--- src/rtl/sisc_pkg.sv ---
// Shared definitions for the unified-memory front end: default bus widths,
// read-owner tags and arbitration state encoding.
package sisc_pkg;

    localparam int AW_DEF = 16;
    localparam int DW_DEF = 32;

    typedef enum logic {
        OWN_FETCH = 1'b0,
        OWN_DATA  = 1'b1
    } owner_e;

    localparam logic [0:0] DATA_PRI  = 1'b0;
    localparam logic [0:0] FETCH_PRI = 1'b1;

    typedef struct packed {
        logic   vld;
        owner_e own;
    } rd_tag_t;

    function automatic rd_tag_t make_tag(input logic vld, input logic is_data);
        rd_tag_t t;
        t.vld = vld;
        t.own = is_data ? OWN_DATA : OWN_FETCH;
        return t;
    endfunction

endpackage

--- src/rtl/mem_arb_if.sv ---
// Requester-side and memory-side signals of the arbiter, grouped so the
// arbiter sees the slave view and the surrounding system the master view.
interface mem_arb_if #(
    parameter int AW = 16,
    parameter int DW = 32
);
    logic          f_req;
    logic [AW-1:0] f_addr;
    logic          f_gnt;
    logic          f_rvalid;
    logic [DW-1:0] f_rdata;

    logic          d_req;
    logic          d_we;
    logic [AW-1:0] d_addr;
    logic [DW-1:0] d_wdata;
    logic          d_gnt;
    logic          d_rvalid;
    logic [DW-1:0] d_rdata;

    logic          mem_en;
    logic          mem_we;
    logic [AW-1:0] mem_addr;
    logic [DW-1:0] mem_wdata;
    logic [DW-1:0] mem_rdata;

    modport slave (
        input  f_req, f_addr, d_req, d_we, d_addr, d_wdata, mem_rdata,
        output f_gnt, f_rvalid, f_rdata, d_gnt, d_rvalid, d_rdata,
        output mem_en, mem_we, mem_addr, mem_wdata
    );

    modport master (
        output f_req, f_addr, d_req, d_we, d_addr, d_wdata, mem_rdata,
        input  f_gnt, f_rvalid, f_rdata, d_gnt, d_rvalid, d_rdata,
        input  mem_en, mem_we, mem_addr, mem_wdata
    );

endinterface

--- src/rtl/mem_arb_rd_tag_pipe.sv ---
// Fixed-latency read tag pipeline: each cycle shifts in a {valid, owner} tag
// so the tag leaves the head exactly when the memory presents its read data.
module rd_tag_pipe
    import sisc_pkg::*;
#(
    parameter int RD_LAT = 1
) (
    input  logic    clk,
    input  logic    rst,
    input  rd_tag_t push_tag,
    output rd_tag_t head_tag,
    output logic    busy
);

    rd_tag_t tag_p [RD_LAT];

    // Stage boundary: tag_p[i] holds the tag of the access granted i+1 cycles ago
    always_ff @(posedge clk) begin
        if (rst) begin
            for (int i = 0; i < RD_LAT; i++) begin
                tag_p[i] <= '0;
            end
        end else begin
            tag_p[0] <= push_tag;
            for (int i = 1; i < RD_LAT; i++) begin
                tag_p[i] <= tag_p[i-1];
            end
        end
    end

    assign head_tag = tag_p[RD_LAT-1];

    always_comb begin
        busy = 1'b0;
        for (int i = 0; i < RD_LAT; i++) begin
            busy = busy | tag_p[i].vld;
        end
    end

endmodule

--- src/rtl/mem_arb.sv ---
// Two-requester arbiter (fetch vs data) in front of a single-port memory,
// with bounded data bursts and owner-tagged fixed-latency read return.
module mem_arb
    import sisc_pkg::*;
#(
    parameter int AW           = AW_DEF,
    parameter int DW           = DW_DEF,
    parameter int RD_LAT       = 1,
    parameter int MAX_DATA_RUN = 4
) (
    input  logic     CLK,
    input  logic     RST_F,
    mem_arb_if.slave bus,
    output logic     busy
);

    logic [0:0] state;
    logic [0:0] state_nxt;
    logic [3:0] run_cnt;
    logic [3:0] run_nxt;
    logic       f_gnt_c;
    logic       d_gnt_c;
    logic       d_wr_c;
    logic       f_rv;
    logic       d_rv;
    rd_tag_t    push_tag;
    rd_tag_t    head_tag;

    function automatic logic [3:0] sat_inc(input logic [3:0] v);
        return (v == 4'hF) ? v : v + 4'd1;
    endfunction

    always_comb begin
        f_gnt_c = 1'b0;
        d_gnt_c = 1'b0;
        if (!RST_F) begin
            if (bus.f_req && (!bus.d_req || state == FETCH_PRI)) begin
                f_gnt_c = 1'b1;
            end else if (bus.d_req) begin
                d_gnt_c = 1'b1;
            end
        end
    end

    // The run only counts data grants that actually kept a waiting fetch out
    always_comb begin
        run_nxt = run_cnt;
        if (!bus.f_req || f_gnt_c) begin
            run_nxt = '0;
        end else if (d_gnt_c) begin
            run_nxt = sat_inc(run_cnt);
        end
    end

    always_comb begin
        state_nxt = state;
        case (state)
            DATA_PRI:  if (run_nxt == 4'(MAX_DATA_RUN)) state_nxt = FETCH_PRI;
            FETCH_PRI: if (f_gnt_c || !bus.f_req)       state_nxt = DATA_PRI;
            default:   state_nxt = DATA_PRI;
        endcase
    end

    // Stage boundary: arbitration state
    always_ff @(posedge CLK) begin
        if (RST_F) begin
            state   <= DATA_PRI;
            run_cnt <= '0;
        end else begin
            state   <= state_nxt;
            run_cnt <= run_nxt;
        end
    end

    assign d_wr_c        = d_gnt_c & bus.d_we;
    assign bus.f_gnt     = f_gnt_c;
    assign bus.d_gnt     = d_gnt_c;
    assign bus.mem_en    = f_gnt_c | d_gnt_c;
    assign bus.mem_we    = d_wr_c;
    assign bus.mem_addr  = f_gnt_c ? bus.f_addr : (d_gnt_c ? bus.d_addr : '0);
    assign bus.mem_wdata = d_wr_c ? bus.d_wdata : '0;

    assign push_tag = make_tag(f_gnt_c | (d_gnt_c & ~bus.d_we), d_gnt_c);

    rd_tag_pipe #(
        .RD_LAT (RD_LAT)
    ) u_tag_pipe (
        .clk      (CLK),
        .rst      (RST_F),
        .push_tag (push_tag),
        .head_tag (head_tag),
        .busy     (busy)
    );

    // Stage boundary: read return, RD_LAT cycles after the grant
    assign f_rv         = head_tag.vld && (head_tag.own == OWN_FETCH);
    assign d_rv         = head_tag.vld && (head_tag.own == OWN_DATA);
    assign bus.f_rvalid = f_rv;
    assign bus.d_rvalid = d_rv;
    assign bus.f_rdata  = f_rv ? bus.mem_rdata : '0;
    assign bus.d_rdata  = d_rv ? bus.mem_rdata : '0;

endmodule

--- src/flat_wrapper.sv ---
// flat-port wrapper written by rule: the top's interface ports become plain ports
module mem_arb_flat import sisc_pkg::*;
#(
    parameter int AW           = AW_DEF,
    parameter int DW           = DW_DEF,
    parameter int RD_LAT       = 1,
    parameter int MAX_DATA_RUN = 4
)
  (CLK, RST_F, busy, bus_f_req, bus_f_addr, bus_d_req, bus_d_we, bus_d_addr, bus_d_wdata, bus_mem_rdata, bus_f_gnt, bus_f_rvalid, bus_f_rdata, bus_d_gnt, bus_d_rvalid, bus_d_rdata, bus_mem_en, bus_mem_we, bus_mem_addr, bus_mem_wdata);
  mem_arb_if #(.AW(AW), .DW(DW)) bus_i ();
  input  logic CLK;
  input  logic RST_F;
  output logic busy;
  input wire logic [$bits(bus_i.f_req)-1:0] bus_f_req;
  input wire logic [$bits(bus_i.f_addr)-1:0] bus_f_addr;
  input wire logic [$bits(bus_i.d_req)-1:0] bus_d_req;
  input wire logic [$bits(bus_i.d_we)-1:0] bus_d_we;
  input wire logic [$bits(bus_i.d_addr)-1:0] bus_d_addr;
  input wire logic [$bits(bus_i.d_wdata)-1:0] bus_d_wdata;
  input wire logic [$bits(bus_i.mem_rdata)-1:0] bus_mem_rdata;
  output wire logic [$bits(bus_i.f_gnt)-1:0] bus_f_gnt;
  output wire logic [$bits(bus_i.f_rvalid)-1:0] bus_f_rvalid;
  output wire logic [$bits(bus_i.f_rdata)-1:0] bus_f_rdata;
  output wire logic [$bits(bus_i.d_gnt)-1:0] bus_d_gnt;
  output wire logic [$bits(bus_i.d_rvalid)-1:0] bus_d_rvalid;
  output wire logic [$bits(bus_i.d_rdata)-1:0] bus_d_rdata;
  output wire logic [$bits(bus_i.mem_en)-1:0] bus_mem_en;
  output wire logic [$bits(bus_i.mem_we)-1:0] bus_mem_we;
  output wire logic [$bits(bus_i.mem_addr)-1:0] bus_mem_addr;
  output wire logic [$bits(bus_i.mem_wdata)-1:0] bus_mem_wdata;
  assign bus_i.f_req = bus_f_req;
  assign bus_i.f_addr = bus_f_addr;
  assign bus_i.d_req = bus_d_req;
  assign bus_i.d_we = bus_d_we;
  assign bus_i.d_addr = bus_d_addr;
  assign bus_i.d_wdata = bus_d_wdata;
  assign bus_i.mem_rdata = bus_mem_rdata;
  assign bus_f_gnt = bus_i.f_gnt;
  assign bus_f_rvalid = bus_i.f_rvalid;
  assign bus_f_rdata = bus_i.f_rdata;
  assign bus_d_gnt = bus_i.d_gnt;
  assign bus_d_rvalid = bus_i.d_rvalid;
  assign bus_d_rdata = bus_i.d_rdata;
  assign bus_mem_en = bus_i.mem_en;
  assign bus_mem_we = bus_i.mem_we;
  assign bus_mem_addr = bus_i.mem_addr;
  assign bus_mem_wdata = bus_i.mem_wdata;
  mem_arb #(.AW(AW), .DW(DW), .RD_LAT(RD_LAT), .MAX_DATA_RUN(MAX_DATA_RUN)) u_core (.CLK(CLK), .RST_F(RST_F), .bus(bus_i), .busy(busy));
endmodule
--- config.mk ---
export PLATFORM = sky130hd
export DESIGN_NAME = mem_arb_flat
export DESIGN_NICKNAME = d
export VERILOG_FILES = /design/src/rtl/sisc_pkg.sv /design/src/rtl/mem_arb_if.sv /design/src/rtl/mem_arb_rd_tag_pipe.sv /design/src/rtl/mem_arb.sv /design/src/flat_wrapper.sv
export SDC_FILE = /design/constraint.sdc
export NUM_CORES = 1
export LEC_CHECK = 0
export BUFFER_PORTS_ARGS = -buffer_cell sky130_fd_sc_hd__buf_4
export CELL_PAD_IN_SITES_DETAIL_PLACEMENT = 1
export CELL_PAD_IN_SITES_GLOBAL_PLACEMENT = 1
export CORE_ASPECT_RATIO = 0.7
export CORE_MARGIN = 2
export CORE_UTILIZATION = 15
export CTS_CLUSTER_SIZE = 28
export DETAILED_ROUTE_END_ITERATION = 10
export PLACE_DENSITY = 0.89
export SYNTH_ARGS = -nofsm -noshare
export SYNTH_HDL_FRONTEND = slang
export SYNTH_SLANG_ARGS = --single-unit
--- constraint.sdc ---
create_clock -name CLK -period 1.8 [get_ports CLK]
set_input_delay 0 -clock CLK [delete_from_list [all_inputs] [get_ports CLK]]
set_output_delay 0 -clock CLK [all_outputs]
set_load 0.02 [all_outputs]
==> metrics.txt <==
Synth Area in Compound Gates 15.6%; crit path kind reg2reg; Post-Synth Simple-Gate Area between 60% and 70%; Worst Skew roughly 0.0024 ns; Hold Vio Cnt, Final 0; Reg2Reg Depth 5; worst slew pin tran around 0.43 ns; FF-to-FF setup slack ~0.27 ns; MaxCap Viol Count 0; final setup TNS 0 ns; Hold Crit Start RST_F; clock sink count 7; Routed wire per std cell 15.1 um; Synth Area in XOR/XNOR 0.729%; Worst Hold Path EP u_core.run_cnt[3]; die area 0.00875 mm2; register bit total from synthesis 7; Most used DFF post-synth dfxtp_1; DP Area slightly below 0.003 mm2; fin area between 0.003 and 0.004 mm2; syn avg cell area 7.19 um2; pwr dens 378 mW/mm2; H-tree levels 1; Max transition margin between 70% and 80%; Port Buffer Count approximately 220; I/O pin count 220; R2R Path End u_core.state; Fillers 975; Post-DRT Antenna Nets 0; drt drc 0; RSZ-0062 raised after global routing false; Area growth syn-to-layout 153%; total track usage 15.3%; Overflow after GRT 0; Mapped Cells about 170; CTS tree built; via/cell ratio 4.24; DP Wirelength just over 6 mm; worst-case clock buffer depth 2; status complete, no violations; global-route wire length before repair 11.0 mm; met3 usage 3.05%; die width 111 um; vias between 2000 and 2500; yosys warns 0; Max rail drop VDD around 440 uV; FP Rows 27; CP max FO 5; Seq/Total Area, Yosys a little under an eighth; EDFF count, synth 0; Post-synth top cells 65 x and2_1, 34 x and3_1, 9 x a22o_2, 8 x clkbuf_1; top cells by area, synth and2_1 34%, and3_1 18%, dfxtp_1 12%; Synth area leader and2_1; CP endpoint kind flop; unique cell type count in the Yosys netlist 29; type of origin of the critical path flop; Clock Latency Late Sink around 0.24 ns; Setup Buffers After CTS 0; CP arrival 1.65 ns; syn nets approximately 270; WL final between 7 and 8 mm; largest family of logic cells by synthesized area simple AND/OR/NAND/NOR gates; Final #Nets a little under 500; met1 usage a little under a fifth; WHS Path Cells 2; Peak Freq around 650 MHz; Leak between 0.0015 and 0.002 uW; Worst Path Required approximately 1.9 ns; Hold Path Class in2reg; Setup-failing EPs final 0; Yosys top cell area share between 30% and 40%; share of cells above drive strength 1 63.7%; vias in the first global route between 2000 and 2500; clk slew on worst S/H paths 0.04 ns; asr flop ratio synth 0%; largest net degree at the start of global routing 35; routability cong. around 0.75; most frequent cell after synthesis and2_1; final period utilization 85.0%; antenna cells 0; Placeable Area 0.00780 mm2; Slew Limit Fails 0; multiplexer area fraction after synthesis ~2.6%; initial antenna violation count 0; cell area after synthesis between 0.001 and 0.0015 mm2; grt met2 use between 20% and 30%; Die Y-Extent ~80 um; Initial Util around 15%; Fin Hold WS between 0.001 and 0.0015 ns; DR iter-0 viols 41; drt first pass iters 4; Period minus WS final 1.53 ns; clock root buffer clkbuf_16; Adder-Cell Fraction of Synth Area under 10%; GRT Max-Usage Layer met2; Worst R2R Start u_core.run_cnt[0]; CTS Buf Count 3
## worst max path at each step
stage                           start                 to  depth (start not counted)
global placement    u_core.run_cnt[0]       u_core.state                          5
detailed placement       u_core.state  bus_mem_wdata[27]                          4
CTS                      u_core.state  bus_mem_wdata[27]                          4
floorplan           u_core.run_cnt[0]       u_core.state                          5
finish              u_core.run_cnt[0]       u_core.state                          5
global route             u_core.state  bus_mem_wdata[18]                          4
## logic make-up after synthesis
family                     Yosys count
and+or+nand+nor                    120
AOI/OAI and AO/OA                   21
xor gates and xnor gates             1
muxes                                3
adders and majority gates            1
DFF                                  7
buffers and inverters               14
## critical path, stage by stage (launching register included)
cell and delay (ns):
dfxtp_1 0.40, ha_1 0.25, nand3_1 0.11, nand3_1 0.18, mux2_2 0.36, o211a_1 0.11
## repair_timing
item | 4_1_cts | 5_1_grt
hold endpoints to repair | 1 | 0
endpoints found under the setup margin | 2 | 0
hold buffers | 1 | 0
resized for setup | 1 | 0
## per-stage QoR
stage                     setup WS, ns  util, %  total power, uW  instances
final                            0.269     38.9             1150        484
after global routing             0.154     38.9             1200        484
after CTS                        0.264     38.9             1160        484
after detailed placement         0.240     37.7              761        479
after global placement           0.340     37.7              743        479
after floorplan                  0.461        -              411        167
## per-layer routing
metal	wire length, um	up-vias
li1	-	1004
met1	2920	952
met2	3870	90
met3	474	5
met4	48	0
met5	0	-
## flip-flops by register name (all words and copies together) (netlist names)
name and count:
u_core.state 1, u_core.run_cnt 4, u_core.u_tag_pipe.tag_p 2
## cell type report
type	count	area, um2	share of cell area [%]
clock buffers	4	78.8	2.60
multi-input cells	146	990	32.6
flip-flops and latches	7	140	4.62
well taps	101	126	4.16
repair buffers	226	1700	56.0
## power by group
| group | leakage (uW) | internal [uW] | total, uW | switching, uW |
|---|---|---|---|---|
| clock network | 0.0000382 | 296 | 391 | 95.2 |
| registers | 0.0000570 | 159 | 161 | 1.77 |
| logic | 0.00170 | 315 | 594 | 279 |
## cell usage in the layout, fill, tap and decap left out, drive strengths merged
cell type,instances
nor2b,4
dlygate4sd3,1
and2,65
o21ai,1
dfxtp,7
a22o,16
mux2i,2
o21bai,1
o211a,1
mux2,1
nor2,5
nand2,2
nand3b,1
and3,34
xor2,1
buf,225
nand3,3
nor3b,1
nor3,2
a21oi,2
or2,1
ha,1
clkbuf,4
nand2b,2
(Power assumes the default switching activity.)
